$ cat config.mk
export PLATFORM = sky130hd
export DESIGN_NAME = video_pixel_gen_p
export DESIGN_NICKNAME = d
export VERILOG_FILES = /design/src/rtl/video_pkg.sv /design/src/rtl/video_pix_fifo.sv /design/src/rtl/video_pixel_gen_p.sv
export SDC_FILE = /design/constraint.sdc
export NUM_CORES = 1
export LEC_CHECK = 0
export BUFFER_PORTS_ARGS = -buffer_cell sky130_fd_sc_hd__buf_2
export CAP_MARGIN = 20
export CORE_MARGIN = 8
export CORE_UTILIZATION = 33
export DETAILED_ROUTE_END_ITERATION = 10
export PLACE_DENSITY_LB_ADDON = 0.3
export SLEW_MARGIN = 20
export SYNTH_ARGS = -nofsm -noshare
export SYNTH_HDL_FRONTEND = slang
export SYNTH_SLANG_ARGS = --single-unit
$ cat constraint.sdc
create_clock -name clk -period 5.6 [get_ports clk]
set_input_delay 0.28 -clock clk [delete_from_list [all_inputs] [get_ports clk]]
set_output_delay 0.28 -clock clk [all_outputs]
set_load 0.02 [all_outputs]
$ cat src/rtl/video_pkg.sv
// Shared constants and types for the parametrised video pixel generator.
// Polarity bit map, underrun fill word and a reference VGA timing set.
package video_pkg;

  localparam int POL_HS = 0;
  localparam int POL_VS = 1;
  localparam int POL_BL = 2;
  localparam int POL_DE = 3;

  localparam int unsigned UDR_FILL = 0;

  typedef struct packed {
    logic [7:0]  hsync;
    logic [7:0]  hgdel;
    logic [15:0] hgate;
    logic [15:0] hlen;
    logic [7:0]  vsync;
    logic [7:0]  vgdel;
    logic [15:0] vgate;
    logic [15:0] vlen;
  } vtiming_t;

  // 640x480@60: every field is the region length minus one
  localparam vtiming_t VGA_640X480 = '{
    hsync: 8'd95,
    hgdel: 8'd47,
    hgate: 16'd639,
    hlen:  16'd799,
    vsync: 8'd1,
    vgdel: 8'd32,
    vgate: 16'd479,
    vlen:  16'd524
  };

endpackage

$ cat src/rtl/video_pix_fifo.sv
// Pixel word FIFO between the frame-buffer reader and the output stage.
// Power-of-two depth, extra pointer bit tells full from empty.
module video_pix_fifo
  import video_pkg::*;
#(
  parameter int DATA_W = 24,
  parameter int DEPTH  = 4
) (
  input  logic              clk,
  input  logic              rst,
  input  logic              flush,
  input  logic              push,
  input  logic              pop,
  input  logic [DATA_W-1:0] wdata,
  output logic [DATA_W-1:0] rdata,
  output logic              full,
  output logic              empty
);

  localparam int AW = $clog2(DEPTH);

  logic [DATA_W-1:0] mem [DEPTH];
  logic [AW:0]       wptr;
  logic [AW:0]       rptr;
  logic              do_push;
  logic              do_pop;

  assign empty   = (wptr == rptr);
  assign full    = (wptr[AW] != rptr[AW]) &&
                   (wptr[AW-1:0] == rptr[AW-1:0]);
  assign rdata   = mem[rptr[AW-1:0]];
  assign do_push = push && !full;
  assign do_pop  = pop && !empty;

  always_ff @(posedge clk) begin
    if (rst || flush) begin
      wptr <= '0;
      rptr <= '0;
    end else begin
      if (do_push) wptr <= wptr + (AW+1)'(1);
      if (do_pop)  rptr <= rptr + (AW+1)'(1);
    end
  end

  always_ff @(posedge clk) begin
    if (do_push) mem[wptr[AW-1:0]] <= wdata;
  end

endmodule

$ cat src/rtl/video_pixel_gen_p.sv
// Video pixel generator: pixel divider, h/v timing, pixel FIFO,
// output polarity and test-pattern source in a single clock domain.
module video_pixel_gen_p
  import video_pkg::*;
#(
  parameter int DATA_W     = 24,
  parameter int CNT_W      = 16,
  parameter int SYNC_W     = 8,
  parameter int PCLK_DIV   = 2,
  parameter int FIFO_DEPTH = 4
) (
  input  logic              clk,
  input  logic              rst,
  input  logic              ctrl_ven,
  input  logic [3:0]        ctrl_pol,
  input  logic              ctrl_tpg,
  input  logic              ctrl_clr_udr,
  input  logic [SYNC_W-1:0] Thsync,
  input  logic [SYNC_W-1:0] Thgdel,
  input  logic [CNT_W-1:0]  Thgate,
  input  logic [CNT_W-1:0]  Thlen,
  input  logic [SYNC_W-1:0] Tvsync,
  input  logic [SYNC_W-1:0] Tvgdel,
  input  logic [CNT_W-1:0]  Tvgate,
  input  logic [CNT_W-1:0]  Tvlen,
  input  logic              load_valid,
  input  logic [DATA_W-1:0] load_data,
  output logic              load_ready,
  output logic              pclk_ena,
  output logic              hsync,
  output logic              vsync,
  output logic              blank,
  output logic              daten,
  output logic [DATA_W-1:0] pdata,
  output logic              eoh,
  output logic              eov,
  output logic              underrun
);

  localparam int DW = (PCLK_DIV > 1) ? $clog2(PCLK_DIV) : 1;
  localparam int XW = CNT_W + 1;
  localparam logic [DW-1:0] DIV_LAST = DW'(PCLK_DIV - 1);

  logic [DW-1:0]     div_cnt;
  logic [CNT_W-1:0]  hcnt;
  logic [CNT_W-1:0]  vcnt;
  logic [XW-1:0]     hx;
  logic [XW-1:0]     vx;
  logic [XW-1:0]     hs;
  logic [XW-1:0]     he;
  logic [XW-1:0]     vs;
  logic [XW-1:0]     ve;
  logic [XW-1:0]     tpg_off;
  logic              h_sync;
  logic              v_sync;
  logic              h_gate;
  logic              v_gate;
  logic              gate;
  logic              h_end;
  logic              v_end;
  logic              pop_req;
  logic              fifo_push;
  logic              fifo_pop;
  logic              fifo_full;
  logic              fifo_empty;
  logic              fifo_flush;
  logic [DATA_W-1:0] fifo_data;
  logic [DATA_W-1:0] pix_next;

  assign pclk_ena = ctrl_ven && (div_cnt == DIV_LAST);

  always_ff @(posedge clk) begin
    if (rst || !ctrl_ven) begin
      div_cnt <= '0;
    end else if (div_cnt == DIV_LAST) begin
      div_cnt <= '0;
    end else begin
      div_cnt <= div_cnt + DW'(1);
    end
  end

  // >= so that a shortened Thlen/Tvlen mid-frame still wraps
  assign h_end = (hcnt >= Thlen);
  assign v_end = (vcnt >= Tvlen);

  always_ff @(posedge clk) begin
    if (rst || !ctrl_ven) begin
      hcnt <= '0;
      vcnt <= '0;
    end else if (pclk_ena) begin
      if (h_end) begin
        hcnt <= '0;
        vcnt <= v_end ? '0 : vcnt + CNT_W'(1);
      end else begin
        hcnt <= hcnt + CNT_W'(1);
      end
    end
  end

  assign hx = XW'(hcnt);
  assign vx = XW'(vcnt);
  assign hs = XW'(Thsync) + XW'(Thgdel) + XW'(2);
  assign he = hs + XW'(Thgate);
  assign vs = XW'(Tvsync) + XW'(Tvgdel) + XW'(2);
  assign ve = vs + XW'(Tvgate);

  assign h_sync  = (hx <= XW'(Thsync));
  assign v_sync  = (vx <= XW'(Tvsync));
  assign h_gate  = (hx >= hs) && (hx <= he);
  assign v_gate  = (vx >= vs) && (vx <= ve);
  assign gate    = h_gate && v_gate;
  assign tpg_off = hx - hs;

  assign fifo_flush = !ctrl_ven;
  assign load_ready = !fifo_full && ctrl_ven;
  assign fifo_push  = load_valid && load_ready;
  assign pop_req    = pclk_ena && gate && !ctrl_tpg;
  assign fifo_pop   = pop_req && !fifo_empty;

  video_pix_fifo #(
    .DATA_W (DATA_W),
    .DEPTH  (FIFO_DEPTH)
  ) u_fifo (
    .clk   (clk),
    .rst   (rst),
    .flush (fifo_flush),
    .push  (fifo_push),
    .pop   (fifo_pop),
    .wdata (load_data),
    .rdata (fifo_data),
    .full  (fifo_full),
    .empty (fifo_empty)
  );

  // an empty FIFO never forwards a same-cycle push
  always_comb begin
    pix_next = '0;
    if (gate) begin
      if (ctrl_tpg) begin
        pix_next = DATA_W'(tpg_off);
      end else if (!fifo_empty) begin
        pix_next = fifo_data;
      end else begin
        pix_next = DATA_W'(UDR_FILL);
      end
    end
  end

  always_ff @(posedge clk) begin
    if (rst) begin
      hsync <= 1'b0;
      vsync <= 1'b0;
      blank <= 1'b0;
      daten <= 1'b0;
      pdata <= '0;
      eoh   <= 1'b0;
      eov   <= 1'b0;
    end else if (!ctrl_ven) begin
      hsync <= ctrl_pol[POL_HS];
      vsync <= ctrl_pol[POL_VS];
      blank <= ~ctrl_pol[POL_BL];
      daten <= ctrl_pol[POL_DE];
      pdata <= '0;
      eoh   <= 1'b0;
      eov   <= 1'b0;
    end else begin
      eoh <= pclk_ena && h_end;
      eov <= pclk_ena && h_end && v_end;
      if (pclk_ena) begin
        hsync <= h_sync ^ ctrl_pol[POL_HS];
        vsync <= v_sync ^ ctrl_pol[POL_VS];
        blank <= ~gate ^ ctrl_pol[POL_BL];
        daten <= gate ^ ctrl_pol[POL_DE];
        pdata <= pix_next;
      end
    end
  end

  always_ff @(posedge clk) begin
    if (rst || ctrl_clr_udr) begin
      underrun <= 1'b0;
    end else if (pop_req && fifo_empty) begin
      underrun <= 1'b1;
    end
  end

endmodule
# --- Word level (Yosys, flattened, before mapping) ---
# Memories as Yosys holds them, arrays and structs flattened. A register that Yosys moved wholly into a read port is not among the register bits.
# Index checks and enable logic that the tools add are counted.
op_classes:
  n_addsub: 12
  magnitude_cmp: 8
  eq_ne: 4
  mux: 17
  n_bitwise: 7
  n_reduce_logical: 24
op_table:
  columns: ["operator", "n"]
  rows:
  - ["$mux 24", 3]
  - ["$add 10x16->17", 2]
  - ["$le 16x17->1", 2]
  - ["$add 16x1->16 const B", 2]
  - ["$ge 16x10->1", 2]
  - ["$ge 16x16->1", 2]
  - ["$le 16x8->1", 2]
  - ["$mux 16", 2]
  - ["$add 9x2->10 const B", 2]
  - ["$add 8x8->9", 2]
  - ["$sub 16x10->17", 1]
  - ["$logic_and 1x1->1", 15]
  - ["$mux 1", 10]
  - ["$add 3x1->3 const B", 2]
  - ["$logic_not 1->1", 4]
  - ["$mux 2", 2]
  - ["$reduce_or 2->1", 2]
  - ["$xor 1x1->1", 4]
  - ["$eq 3x3->1", 1]
  - ["$not 1->1", 3]
  - ["$eq 2x2->1", 1]
  - ["$logic_or 1x1->1", 2]
  - ["$ne 2x1->1 const B", 1]
  - ["$reduce_and 2->1", 1]
  - ["other kinds (2)", 2]
totals:
  register_bits: 70
  ramBits: 96
  in_bits: 130
  output_inout_bits: 33
  word_cells: 86
  n_memories: 1
memory_table:
  columns: ["name", "words", "word_bits", "rd", "rd_clocked_by_memory_dff", "write_ports", "line_no", "rtl"]
  rows:
  - ["u_fifo.mem", 4, 24, 1, 1, 1, "video_pix_fifo.sv:22", "logic [DATA_W-1:0] mem [DEPTH];"]

# --- Depth between registers and ports, before layout ---
depth:
  depth_word: 12
  mapped_depth: 31

# --- Modules after synthesis ---
# From an unflattened synthesis, not the netlist that was laid out.
unflattened:
  cells_unflattened: 1101
  area_unflattened_um2: 11277.1
by_module_without_submodules:
  columns: ["mod", "instances", "cells_each", "area_per_inst_um2", "seq_area_each_um2"]
  rows:
  - ["video_pixel_gen_p", 1, 907, 7243.2, 1281.2]
  - ["video_pix_fifo", 1, 194, 4033.9, 3042.9]

# --- Worst setup path before layout ---
# Ideal clock, no wire load.
synth_path:
  kind: "in2reg"
  from: "in Thsync[1]"
  to: "reg pdata[4]"
  t_arrival_ps: 5395
  required_ps: 5530
  setup_slack_ps: 135
  stages: 30
  path_cell_list: "inv_1 ha_1 inv_1 ha_1 inv_1 fa_1 inv_1 a21oi_1 o21bai_1 a21oi_1 o21bai_1 and2_1 nor2_1 ha_1 a21o_1 or4_1 a31o_2 a21o_1 nand3_1 nor2_1 xnor2_1 ha_1 nand4_1 nor4_1 a221oi_1 a32oi_1 o211ai_4 buf_6 or3_1 a21oi_1"
synth_via:
  elab_chain_cells: 7
  elab_cells_between_ends: 10
synth_rtl:
  columns: ["element", "line_no", "rtl"]
  rows:
  - ["from (decl)", "video_pixel_gen_p.sv:18", "input logic [SYNC_W-1:0] Thsync,"]
  - ["$add 8x8->9 *", "video_pixel_gen_p.sv:102", "assign hs = XW'(Thsync) + XW'(Thgdel) + XW'(2);"]
  - ["$add 9x2->10 *", "video_pixel_gen_p.sv:102", null]
  - ["$add 10x16->17", "video_pixel_gen_p.sv:103", "assign he = hs + XW'(Thgate);"]
  - ["$le 16x17->1", "video_pixel_gen_p.sv:109", "assign h_gate = (hx >= hs) && (hx <= he);"]
  - ["$logic_and 1x1->1", "video_pixel_gen_p.sv:109", null]
  - ["$logic_and 1x1->1", "video_pixel_gen_p.sv:111", "assign gate = h_gate && v_gate;"]
  - ["$mux 24 *", "video_pixel_gen_p.sv:138", "if (gate) begin"]
  - ["to (signal assigned)", "video_pixel_gen_p.sv:174", "pdata <= pix_next;"]
  - ["to (decl)", "video_pixel_gen_p.sv:34", "output logic [DATA_W-1:0] pdata,"]
# Every way passes the cells marked *; elsewhere a longest branch is shown, timed or not.
# A chain may end at the register's enable or synchronous reset.

# --- Worst setup path after layout ---
layout_path:
  from: "in Thsync[1]"
  to: "reg u_fifo.rptr[2]"
layout_via:
  elab_chain_cells: 10
  elab_cells_between_ends: 11
layout_rtl:
  columns: ["element", "line_no", "rtl"]
  rows:
  - ["$add 8x8->9 *", "video_pixel_gen_p.sv:102", null]
  - ["$add 9x2->10 *", "video_pixel_gen_p.sv:102", null]
  - ["$add 10x16->17", "video_pixel_gen_p.sv:103", null]
  - ["$le 16x17->1", "video_pixel_gen_p.sv:109", null]
  - ["$logic_and 1x1->1 *", "video_pixel_gen_p.sv:109", null]
  - ["$logic_and 1x1->1 *", "video_pixel_gen_p.sv:111", null]
  - ["$logic_and 1x1->1 * (2 in a row)", "video_pixel_gen_p.sv:117", "assign pop_req = pclk_ena && gate && !ctrl_tpg;"]
  - ["$logic_and 1x1->1 *", "video_pixel_gen_p.sv:118", "assign fifo_pop = pop_req && !fifo_empty;"]
  - ["$logic_and 1x1->1 *", "video_pix_fifo.sv:33", "assign do_pop = pop && !empty;"]
  - ["to (signal assigned)", "video_pix_fifo.sv:41", "if (do_pop) rptr <= rptr + (AW+1)'(1);"]
  - ["to (decl)", "video_pix_fifo.sv:24", "logic [AW:0] rptr;"]
# Marks and branches as above.

==> results_tabular.tex <==
\begin{tabular}{lr}
\hline
Metric & Value \\
\hline
\multicolumn{2}{l}{\textbf{Outcome}} \\
Result of the run & complete, no violations \\
\multicolumn{2}{l}{\textbf{Timing}} \\
Fin. Hold Viols & 0 \\
Achievable Freq & roughly 180 MHz \\
Final setup violating endpoints & 0 \\
Actual transition at the worst max-transition pin & 0.9584 ns \\
Worst Hold Margin & 0.07619 ns \\
Clock tree skew after final layout & around 0.012 ns \\
Normalized max-slew margin & 35.87\% \\
Tcrit/Tclk final & a little over nine tenths \\
Post-route minimum period & roughly 5.4 ns \\
Fin Setup TNS & 0 ns \\
Number of slew-limit violations in the final report & 0 \\
\multicolumn{2}{l}{\textbf{Synthesis}} \\
Post-Syn Area & 11120 sq um \\
Most numerous cell in the Yosys netlist & sky130\_fd\_sc\_hd\_\_ha\_1 \\
Count of different cell masters after synthesis & 59 \\
Yosys reg bits & 168 \\
Most used standard cells in the synthesized netlist & sky130\_fd\_sc\_hd\_\_ha\_1, sky130\_fd\_sc\_hd\_\_inv\_1, sky130\_fd\_sc\_hd\_\_edfxtp\_1 \\
Post-synthesis sequential area ratio & 38.88\% \\
Flip-flop cell with the highest count after synthesis & sky130\_fd\_sc\_hd\_\_edfxtp\_1 \\
Average size of a mapped cell & 10.24 sq um \\
Number of enable flip-flop cells after synthesis & 96 \\
Synthesized netlist cell count & 1086 \\
Fraction of registers with async set or reset after synthesis & 0\% \\
Area share of the largest cell type after synthesis & 25.92\% \\
Top area cells in the synthesized netlist & sky130\_fd\_sc\_hd\_\_edfxtp\_1, sky130\_fd\_sc\_hd\_\_ha\_1, sky130\_fd\_sc\_hd\_\_dfxtp\_1, sky130\_fd\_sc\_hd\_\_mux4\_2, sky130\_fd\_sc\_hd\_\_xnor2\_1 \\
Dominant cell type by area after synthesis & sky130\_fd\_sc\_hd\_\_edfxtp\_1 \\
Post-synth net total & around 1400 \\
Number of warnings reported in the yosys synthesis log & 0 \\
\multicolumn{2}{l}{\textbf{Setup path}} \\
Slowest stage cell on the critical path & sky130\_fd\_sc\_hd\_\_or4\_4 \\
Critical Setup Path Class & in2reg \\
Required time of the critical path & 5.94 ns \\
Cell family with most CP delay & compound AO/OA/AOI/OAI gates \\
Startpoint type of the worst setup path & input port \\
Arrival time worst endpoint & a little under 6 ns \\
Buffers plus inverters on the worst setup path & 7 \\
Critical path's most frequent cell & sky130\_fd\_sc\_hd\_\_inv\_2 \\
Critical Path End Type & flip-flop \\
Longest individual stage delay on the worst path & 0.49 ns \\
Biggest fanout along the worst timing path & 7 \\
\multicolumn{2}{l}{\textbf{Final layout}} \\
Net count of the finished layout & 1593 \\
Area delta synth->final & 22.03\% \\
Fraction of layout cells with a size suffix above 1 & between 20\% and 30\% \\
Total non-filler cell area in the finished layout & 13570 sq um \\
\multicolumn{2}{l}{\textbf{Routing}} \\
Avg WL per Cell & 17.21 um \\
DRT iter0 DRCs & 427 \\
Number of vias per cell after detailed routing & 4.993 \\
DRC Markers & 0 \\
Final wirelength & 30300 um \\
Sum of met2 wire segment lengths after detailed routing & about 14000 um \\
Met3 wirelength from detailed routing & 1663 um \\
Count of antenna-violating nets left after detailed routing & 0 \\
Routed metal-1 wire length & 13980 um \\
Total vias in the final route & 8793 \\
Top routing layer used & met5 \\
Pre-Repair DR Iteration Count & 5 \\
\multicolumn{2}{l}{\textbf{Floorplan}} \\
Initial standard-cell utilization of the core & 33.33\% \\
Core region area & 33360 sq um \\
Die ar. & 39830 sq um \\
Height of the chip & 199.6 um \\
Floorplan die width & roughly 200 um \\
Number of rows created at floorplan & 67 \\
IO Pins & 163 \\
\multicolumn{2}{l}{\textbf{Placed design}} \\
Routability congestion estimate & around 0.84 \\
Port Buffer Count & 162 \\
Placed wire-length estimate after detailed placement & 23450 um \\
Placed cell area & $\sim$13000 sq um \\
\multicolumn{2}{l}{\textbf{Job}} \\
Max-cap violations & 0 \\
\multicolumn{2}{l}{\textbf{Power and ir drop}} \\
Switching share of power & 29.34\% \\
Clock share of power & 34.3\% \\
NetSw & 971.0 uW \\
Maximum vdd drop & between 0.2 and 0.25 mV \\
Power per cell area & 243.9 nW/um\^{}2 \\
Leak Pwr & 0.006004 uW \\
Logic pwr share & 25.8\% \\
Internal power & 2339 uW \\
Flop pwr share & 39.9\% \\
\multicolumn{2}{l}{\textbf{Global routing}} \\
Total congestion overflow after global routing & 0 \\
Number of global-route vias before repair & 8677 \\
Global-route wire length before repair & 46880 um \\
Antenna violations before repair & 7 \\
Maximum number of pins on one net before global-route repair & 30 \\
GRT Total Usage & between 10 and 15\% \\
\multicolumn{2}{l}{\textbf{Clock network}} \\
Number of buffers inserted during clock tree synthesis & 17 \\
Total clock sinks & 168 \\
CTS tree & built \\
CTS clk-pin slew, worst paths & 0.07 ns \\
Clock root cell & sky130\_fd\_sc\_hd\_\_clkbuf\_16 \\
Deepest level of the CTS H-tree & 4 \\
Insertion delay to the later sink of the worst-skew pair & 0.42 ns \\
Clk buf depth & 2 \\
\multicolumn{2}{l}{\textbf{Hold path}} \\
Min-Delay Path Class & in2reg \\
\hline
\end{tabular}
## timing repair
| action | 4_1_cts | 5_1_grt |
|---|---|---|
| endpoints found under the hold margin | 0 | 0 |
| resized for setup | 0 | 40 |
| hold buffers | 0 | 0 |
| setup buffers | 0 | 7 |
| setup endpoints to repair | 0 | 32 |
## cells in the final DEF (no fill, tap or decap), types with 7 or more instances in the layout
cell type / instances
sky130_fd_sc_hd__o21ai_0: 27
sky130_fd_sc_hd__a21oi_1: 62
sky130_fd_sc_hd__nor2_1: 75
sky130_fd_sc_hd__nor3b_1: 12
sky130_fd_sc_hd__nand3_1: 31
sky130_fd_sc_hd__or3_1: 9
sky130_fd_sc_hd__a22oi_1: 7
sky130_fd_sc_hd__nand2_1: 69
sky130_fd_sc_hd__o21bai_1: 12
sky130_fd_sc_hd__a32o_1: 7
sky130_fd_sc_hd__nand4_1: 20
sky130_fd_sc_hd__mux4_2: 24
sky130_fd_sc_hd__and3_1: 13
sky130_fd_sc_hd__buf_2: 162
sky130_fd_sc_hd__nand2b_1: 7
sky130_fd_sc_hd__xnor2_1: 49
sky130_fd_sc_hd__nor3_1: 16
sky130_fd_sc_hd__inv_1: 100
sky130_fd_sc_hd__ha_1: 157
sky130_fd_sc_hd__clkbuf_16: 18
sky130_fd_sc_hd__dfxtp_1: 72
sky130_fd_sc_hd__a21oi_2: 7
sky130_fd_sc_hd__o21a_1: 11
sky130_fd_sc_hd__a21o_1: 33
sky130_fd_sc_hd__a31oi_1: 8
sky130_fd_sc_hd__nor4_1: 10
sky130_fd_sc_hd__edfxtp_1: 96
sky130_fd_sc_hd__nor2b_1: 11
sky130_fd_sc_hd__buf_4: 49
sky130_fd_sc_hd__o21ai_1: 10
sky130_fd_sc_hd__xor2_1: 33
## metal layers
metal | vias up | global-route usage, %
met5 | - | 0
met4 | 10 | 4.768
met2 | 183 | 23.91
li1 | 4396 | -
met1 | 4165 | 19.81
met3 | 39 | 3.537
## cells by family (layout without fill, tap and decap cells)
kind of cell | count (synthesis) | after routing | share of synthesized area [%]
other cells | 0 | 1 | 0
buf+inv | 127 | 353 | 4.399
xor+xnor | 83 | 83 | 6.536
compound gates | 215 | 215 | 12.66
simple gates | 301 | 301 | 13.52
mux | 28 | 28 | 5.220
fa+ha+maj | 164 | 164 | 18.79
flops | 168 | 168 | 38.88
## power by group through the flow
| stage | combinational (uW) | sequential (uW) | clock (uW) |
|---|---|---|---|
| 6_report | 855 | 1320 | 1130 |
| 3_3_place_gp | 812 | 1350 | 0 |
| 4_1_cts | 829 | 1320 | 1170 |
| 5_1_grt | 969 | 1320 | 1220 |
| 3_5_place_dp | 821 | 1350 | 0 |
| 2_1_floorplan | 547 | 1350 | 0 |
## final timing paths
path,startpoint,slack (ns),to,cells after the start
max reg2reg,hcnt[0]$_SDFFE_PP0P_,2.45,vcnt[10]$_SDFFE_PP0P_,9
min reg2reg,pdata[4]$_SDFFE_PP0P_,0.46,pdata[4]$_SDFFE_PP0P_,2
max,Thsync[1],0.17,u_fifo.rptr[2]$_SDFFE_PP0P_,32
min,load_data[5],0.08,u_fifo.mem[0][5]$_DFFE_PP_,1
## state kept, by name, indices dropped and copies added (netlist names), named ones only
| signal | flops |
|---|---|
| div_cnt | 1 |
| u_fifo.rptr | 3 |
| daten | 1 |
| underrun | 1 |
| hcnt | 16 |
| vcnt | 16 |
| hsync | 1 |
| u_fifo.wptr | 3 |
| pdata | 24 |
| eoh | 1 |
| eov | 1 |
| blank | 1 |
| vsync | 1 |
| u_fifo.mem | 96 |
## worst register-to-register path, delay by kind of cell, from the launching register on
family | cells | cell delay (ns)
AND/OR/NAND/NOR | 3 | 0.59
buffers and inverters | 1 | 0.18
adder cells (fa/ha/maj) | 1 | 0.33
AO/OA/AOI/OAI | 4 | 1.57
flip-flops | 1 | 0.36
## through the flow
step | setup slack [ns] | utilization, % | power (uW) | std cells
floorplan | 0.1346 | - | 1898 | 1086
finish | 0.1729 | 40.68 | 3310 | 1761
detailed placement | -0.2896 | 38.25 | 2169 | 1721
global placement | -0.1888 | 38.25 | 2159 | 1721
CTS | 0.1174 | 39.96 | 3318 | 1753
global route | -0.06514 | 40.68 | 3506 | 1761
## area by class of cell
cell class	instances	area, sq um
Tap cell	448	560.5
Timing Repair Buffer	216	1257
Sequential cell	168	4324
Clock buffer	18	429.2
Fill cell	3399	19790
Clock inverter	14	138.9
Antenna cell	1	2.502
Inverter	105	394.1
Multi-Input combinational cell	791	6465
Power figures use the tool's default switching activity.
